===== config.mk =====
export PLATFORM = sky130hd
export DESIGN_NAME = cam_frame_capture
export DESIGN_NICKNAME = d
export VERILOG_FILES = /design/src/rtl/cam_frame_capture.sv
export SDC_FILE = /design/constraint.sdc
export NUM_CORES = 1
export LEC_CHECK = 0
export CORE_MARGIN = 4
export CORE_UTILIZATION = 45
export CTS_BUF_LIST = sky130_fd_sc_hd__clkbuf_8
export CTS_CLUSTER_DIAMETER = 30
export DETAILED_ROUTE_END_ITERATION = 8
export DONT_BUFFER_PORTS = 1
export MAX_ROUTING_LAYER = met4
export PLACE_DENSITY = 0.66
export SETUP_SLACK_MARGIN = 0.05
export SLEW_MARGIN = 25
export SYNTH_ARGS = -nofsm -noshare
export SYNTH_HDL_FRONTEND = slang
export SYNTH_SLANG_ARGS = --single-unit

===== constraint.sdc =====
create_clock -name clk -period 2.8 [get_ports clk]
set_input_delay 0.7 -clock clk [delete_from_list [all_inputs] [get_ports clk]]
set_output_delay 0.7 -clock clk [all_outputs]
set_load 0.03 [all_outputs]

===== src/rtl/cam_frame_capture.sv =====
// cam_frame_capture: pairs camera bytes into pixels, crops and decimates, emits linear BRAM writes
module cam_frame_capture #(
    parameter int unsigned H_ACTIVE = 640,
    parameter int unsigned V_ACTIVE = 480,
    parameter int unsigned X0       = 0,
    parameter int unsigned Y0       = 0,
    parameter int unsigned WIN_W    = 640,
    parameter int unsigned WIN_H    = 480,
    parameter int unsigned PIX_W    = 12,
    parameter int unsigned ADDR_W   = 19
) (
    input  logic              clk,
    input  logic              rst,
    input  logic              cam_done,
    input  logic              arm,
    input  logic              continuous,
    input  logic              stop,
    input  logic [1:0]        scale,
    input  logic              vsync,
    input  logic              href,
    input  logic [7:0]        d,
    output logic              pix_wr,
    output logic [PIX_W-1:0]  pix_data,
    output logic [ADDR_W-1:0] pix_addr,
    output logic              busy,
    output logic              frame_done,
    output logic [7:0]        frame_cnt,
    output logic              line_err
);
    localparam int unsigned XW   = $clog2(H_ACTIVE + 2);
    localparam int unsigned YW   = $clog2(V_ACTIVE + 1);
    localparam int unsigned AREA = WIN_W * WIN_H;

    typedef enum logic [1:0] {IDLE, WAIT_VS, CAPTURE} state_t;

    state_t            state_q, state_d;
    logic              mode_q, mode_d, stop_q, stop_d, vs_q, hr_q, phase_q, phase_d;
    logic [2:0]        step_q, step_d;
    logic [XW-1:0]     x_q, x_d;
    logic [YW-1:0]     y_q, y_d;
    logic [7:0]        b0_q, b0_d;
    logic [ADDR_W-1:0] addr_q, addr_d, addr_max;
    logic              pix_wr_q, pix_wr_d, frame_done_q, frame_done_d;
    logic              busy_q, busy_d, line_err_q, line_err_d;
    logic [PIX_W-1:0]  pix_data_q, pix_data_d;
    logic [ADDR_W-1:0] pix_addr_q, pix_addr_d;
    logic [7:0]        frame_cnt_q, frame_cnt_d;
    logic [31:0]       xr, yr;
    logic              in_win;

    assign pix_wr     = pix_wr_q;
    assign pix_data   = pix_data_q;
    assign pix_addr   = pix_addr_q;
    assign busy       = busy_q;
    assign frame_done = frame_done_q;
    assign frame_cnt  = frame_cnt_q;
    assign line_err   = line_err_q;

    // Next-state logic: mode control, byte pairing, window/decimation test and address generation
    always_comb begin
        xr           = 32'(x_q) - X0;
        yr           = 32'(y_q) - Y0;
        in_win       = xr < WIN_W && yr < WIN_H && (xr & (32'(step_q) - 1)) == 0 && (yr & (32'(step_q) - 1)) == 0;
        addr_max     = ADDR_W'(step_q == 3'd1 ? AREA - 1 : step_q == 3'd2 ? AREA / 4 - 1 : AREA / 16 - 1);
        state_d      = state_q;
        mode_d       = mode_q;
        stop_d       = stop_q | stop;
        step_d       = step_q;
        x_d          = x_q;
        y_d          = y_q;
        phase_d      = phase_q;
        b0_d         = b0_q;
        addr_d       = addr_q;
        pix_wr_d     = 1'b0;
        pix_data_d   = pix_data_q;
        pix_addr_d   = pix_addr_q;
        frame_done_d = 1'b0;
        frame_cnt_d  = frame_cnt_q;
        line_err_d   = line_err_q;
        case (state_q)
            IDLE: begin
                if (arm && cam_done) begin
                    mode_d     = continuous;
                    line_err_d = 1'b0;
                    state_d    = WAIT_VS;
                end
            end
            WAIT_VS: begin
                if (vs_q && !vsync) begin
                    step_d  = scale == 2'd0 ? 3'd1 : scale == 2'd1 ? 3'd2 : 3'd4;
                    x_d     = '0;
                    y_d     = '0;
                    phase_d = 1'b0;
                    addr_d  = '0;
                    state_d = CAPTURE;
                end
            end
            CAPTURE: begin
                if (href) begin
                    phase_d = ~phase_q;
                    b0_d    = phase_q ? b0_q : d;
                    if (phase_q) begin
                        x_d = x_q == XW'(H_ACTIVE + 1) ? x_q : x_q + 1'b1;
                        if (in_win) begin
                            pix_wr_d   = 1'b1;
                            pix_data_d = PIX_W'({b0_q, d});
                            pix_addr_d = addr_q;
                            addr_d     = addr_q == addr_max ? addr_q : addr_q + 1'b1;
                        end
                    end
                end
                if (hr_q && !href) begin
                    line_err_d = line_err_q | (x_q != XW'(H_ACTIVE));
                    x_d        = '0;
                    phase_d    = 1'b0;
                    y_d        = y_q == YW'(V_ACTIVE) ? y_q : y_q + 1'b1;
                end
                if (!vs_q && vsync) begin
                    frame_done_d = 1'b1;
                    frame_cnt_d  = frame_cnt_q + 8'd1;
                    state_d      = (mode_q && !(stop_q || stop)) ? WAIT_VS : IDLE;
                end
            end
            default: state_d = IDLE;
        endcase
        if (!cam_done) begin
            state_d      = IDLE;
            pix_wr_d     = 1'b0;
            frame_done_d = 1'b0;
            frame_cnt_d  = frame_cnt_q;
        end
        if (state_d == IDLE && state_q != IDLE) stop_d = 1'b0;
        busy_d = state_d != IDLE;
    end

    // Register all state and outputs; edge detectors keep last cycle's vsync/href
    always_ff @(posedge clk) begin
        if (rst) begin
            state_q      <= IDLE;
            mode_q       <= 1'b0;
            stop_q       <= 1'b0;
            vs_q         <= 1'b0;
            hr_q         <= 1'b0;
            phase_q      <= 1'b0;
            step_q       <= '0;
            x_q          <= '0;
            y_q          <= '0;
            b0_q         <= '0;
            addr_q       <= '0;
            pix_wr_q     <= 1'b0;
            pix_data_q   <= '0;
            pix_addr_q   <= '0;
            busy_q       <= 1'b0;
            frame_done_q <= 1'b0;
            frame_cnt_q  <= '0;
            line_err_q   <= 1'b0;
        end else begin
            state_q      <= state_d;
            mode_q       <= mode_d;
            stop_q       <= stop_d;
            vs_q         <= vsync;
            hr_q         <= href;
            phase_q      <= phase_d;
            step_q       <= step_d;
            x_q          <= x_d;
            y_q          <= y_d;
            b0_q         <= b0_d;
            addr_q       <= addr_d;
            pix_wr_q     <= pix_wr_d;
            pix_data_q   <= pix_data_d;
            pix_addr_q   <= pix_addr_d;
            busy_q       <= busy_d;
            frame_done_q <= frame_done_d;
            frame_cnt_q  <= frame_cnt_d;
            line_err_q   <= line_err_d;
        end
    end
endmodule

==> load_flow_metrics.sql <==
INSERT INTO impl_metrics (metric_group, metric, value, unit) VALUES
('detailed_routing', 'wl_met3', '536', 'µm'),
('clock_tree', 'total_clock_buffers_created_by_cts', '9', ''),
('critical_path', 'critPathSlowestCell', 'sky130_fd_sc_hd__or4_1', ''),
('detailed_routing', 'post_drt_wl_per_cell', '14.9', 'µm'),
('critical_path', 'critical-path-max-stage-delay', '0.82', 'ns'),
('yosys', 'leading_post_synthesis_cells_by_cell_area', 'sky130_fd_sc_hd__dfxtp_1 44%, sky130_fd_sc_hd__nand2_1 8.4%, sky130_fd_sc_hd__a21oi_1 6.3%', ''),
('power', 'pwr-share-comb', '1.6', '%'),
('status', 'status', 'finished clean', ''),
('detailed_routing', 'met1Wirelength', '4620', 'µm'),
('clock_tree', 'numClockSinks', '95', ''),
('critical_path', 'cp_cell_sequence', 'ha_1 > and4_1 > nand4_1 > or4_1 > a31o_1 > a21oi_1', ''),
('yosys', 'synth_mux_area_share', '2.06', '%'),
('critical_path', 'sort_of_element_at_the_end_of_the_critical_path', 'flip-flop', ''),
('detailed_routing', 'via_per_inst', '5.67', ''),
('die', 'io-pin-count', '61', ''),
('timing', 'period_share', '87.5', '%'),
('timing', 'fin_skew', '0.00666', 'ns'),
('clock_tree', 'cts-root-buf', 'sky130_fd_sc_hd__clkbuf_8', ''),
('yosys', 'synth_seq_area_share', '43.5', '%'),
('cells_and_area', 'layout-drive-gt1-share', '6.94', '%'),
('detailed_routing', 'postRouteAntennaNets', '0', ''),
('power', 'ir_drop', '0.241', 'mV'),
('die', 'die_width', '107', 'µm'),
('cells_and_area', 'most-common-layout-cells', '98 x sky130_fd_sc_hd__nand2_1, 95 x sky130_fd_sc_hd__dfxtp_1, 55 x sky130_fd_sc_hd__a21oi_1', ''),
('detailed_routing', 'detailroute.via_count', '3752', ''),
('yosys', 'ys_dominant_reg_cell', 'sky130_fd_sc_hd__dfxtp_1', ''),
('detailed_routing', 'drt_pass1_iterations', '5', ''),
('clock_tree', 'post_cts.resized_instances', '0', ''),
('die', 'start_util', '46.9', '%'),
('timing', 'hold_viol_final', '0', ''),
('yosys', 'dominant_combinational_cell_family_by_area_after_synthesis', 'simple AND/OR/NAND/NOR gates', ''),
('hold_path', 'hp-class', 'input port to flip-flop', ''),
('die', 'die_height', '107', 'µm'),
('yosys', 'synth-warning-count', '0', ''),
('placed_design', 'portBuffers', '0', ''),
('cells_and_area', 'most_common_cell_after_layout_fill_and_taps_aside', 'sky130_fd_sc_hd__nand2_1', ''),
('yosys', 'postSynthRegisterBits', '95', ''),
('clock_tree', 'tritoncts_clock_tree', 'done', ''),
('power', 'intPower', '1.72', 'mW'),
('yosys', 'total_nets_after_synthesis', '562', ''),
('timing', 'achievable-frequency', '0.408', 'GHz'),
('yosys', 'synth_async_reset_ratio', '0', '%'),
('timing', 'slew_viols_final', '0', ''),
('power', 'leakage_power', '1.53', 'nW'),
('clock_tree', 'clk_transition_reported_paths', '0.09', 'ns'),
('clock_tree', 'clockBufferDepth', '2', ''),
('die', 'dieArea', '0.0114', 'mm²'),
('placed_design', 'detailed_place_hpwl', '6920', 'µm'),
('power', 'p_switching', '0.513', 'mW'),
('yosys', 'yosys.cell_types.count', '50', ''),
('yosys', 'synthesis.area', '0.00437', 'mm²'),
('power', 'pwr-share-clk', '37.4', '%'),
('timing', 'setup_viol_count_final', '0', ''),
('critical_path', 'timing.critical_path.fanout_max', '18', ''),
('power', 'power_frac_seq', '61.0', '%'),
('grt', 'initial_antenna_violation_count', '0', ''),
('critical_path', 'critPathRequiredTime', '3.09', 'ns'),
('timing', 'tns', '0', 'ns'),
('detailed_routing', 'top_layer_used', 'met4', ''),
('grt', 'groute.usage.overall', '18.2', '%'),
('run', 'drv_cap', '0', ''),
('timing', 'rsz0062_at_grt', 'no', ''),
('detailed_routing', 'wl_met2', '4610', 'µm'),
('timing', 'min_period', '2.45', 'ns'),
('cells_and_area', 'post-route-util', '50.5', '%'),
('critical_path', 'critical_path.startpoint_type', 'flip-flop', ''),
('power', 'pwr_dens', '474', 'mW/mm²'),
('critical_path', 'worstPathArrival', '2.74', 'ns'),
('detailed_routing', 'drt-initial-drc-count', '236', ''),
('yosys', 'adder_cell_area_share_of_the_yosys_netlist', '2.86', '%'),
('grt', 'grt_pass1_vias', '3485', '');
==> kinds of logic after synthesis <==
family / Yosys count
buffers and inverters: 40
DFF: 95
muxes: 9
xor gates and xnor gates: 16
AOI/OAI and AO/OA: 118
adders and majority gates: 10
and+or+nand+nor: 246
==> stage by stage <==
step	hold WS [ns]	power, mW	instance area [µm²]	cells	setup slack (ns)
2_1_floorplan	0.431	1.43	4370	534	0.670
4_1_cts	0.371	2.26	4710	662	0.358
3_3_place_gp	0.428	1.43	4530	646	0.462
6_report	0.395	2.23	4710	662	0.349
3_5_place_dp	0.439	1.43	4530	646	0.390
5_1_grt	0.359	2.33	4710	662	0.158
==> Yosys cell counts (all sizes together) (8+ instances only) <==
| master | n |
|---|---|
| a21oi | 55 |
| a31oi | 19 |
| a41oi | 9 |
| buf | 9 |
| clkbuf | 19 |
| dfxtp | 95 |
| ha | 10 |
| inv | 12 |
| mux2i | 9 |
| nand2 | 98 |
| nand3 | 9 |
| nand4 | 17 |
| nor2 | 45 |
| nor3 | 15 |
| nor4 | 8 |
| o21ai | 15 |
| or3 | 10 |
| xor2 | 12 |
==> worst paths after layout <==
path / start / to / slack (ns) / cells past startpoint
setup / recovery: addr_q[0]$_SDFFE_PP0P_ / addr_q[18]$_SDFFE_PP0P_ / 0.35 / 6
hold / removal: rst / frame_cnt[5]$_SDFFE_PP0P_ / 0.40 / 1
setup reg to reg: addr_q[0]$_SDFFE_PP0P_ / addr_q[18]$_SDFFE_PP0P_ / 0.35 / 6
hold reg to reg: b0_q[3]$_SDFFE_PP0P_ / pix_data[11]$_SDFFE_PP0P_ / 0.45 / 2
==> sequential cells by signal, summed over array words and instances, names as in the netlist, 2 cells and up <==
register / count
step_q: 3
addr_q: 19
x_q: 10
b0_q: 4
pix_addr: 19
y_q: 9
state_q: 2
frame_cnt: 8
pix_data: 12
==> area by class of cell <==
cell class | instances | area, µm² | area share [%]
Clock buffer | 10 | 138 | 2.92
Clock inverter | 6 | 45.0 | 0.956
Inverter | 12 | 45.0 | 0.956
Multi-Input combinational cell | 399 | 2320 | 49.3
Sequential cell | 95 | 1900 | 40.4
Tap cell | 129 | 161 | 3.43
Timing Repair Buffer | 11 | 95.1 | 2.02
==> power by group through the flow <==
stage                     Clock [mW]  Combinational [mW]  Sequential, mW
after floorplan                    0              0.0426            1.39
after global placement             0              0.0359            1.39
after detailed placement           0              0.0360            1.39
after CTS                      0.867              0.0363            1.36
after global routing           0.926              0.0411            1.36
final                          0.835              0.0362            1.36
==> worst max-delay path, delay by kind of cell (launching register included) <==
| kind | cells | cell delay, ns |
|---|---|---|
| adders and majority gates | 1 | 0.23 |
| AOI/OAI and AO/OA | 2 | 0.44 |
| and+or+nand+nor | 3 | 1.29 |
| DFF | 1 | 0.41 |
==> metal layers <==
layer | GRT usage (%) | vias to the layer above
met5 | - | -
met4 | 5.02 | 0
met3 | 5.89 | 8
met2 | 28.4 | 92
met1 | 22.9 | 1759
li1 | - | 1893
Note: power is estimated with default switching activity, not from simulation.
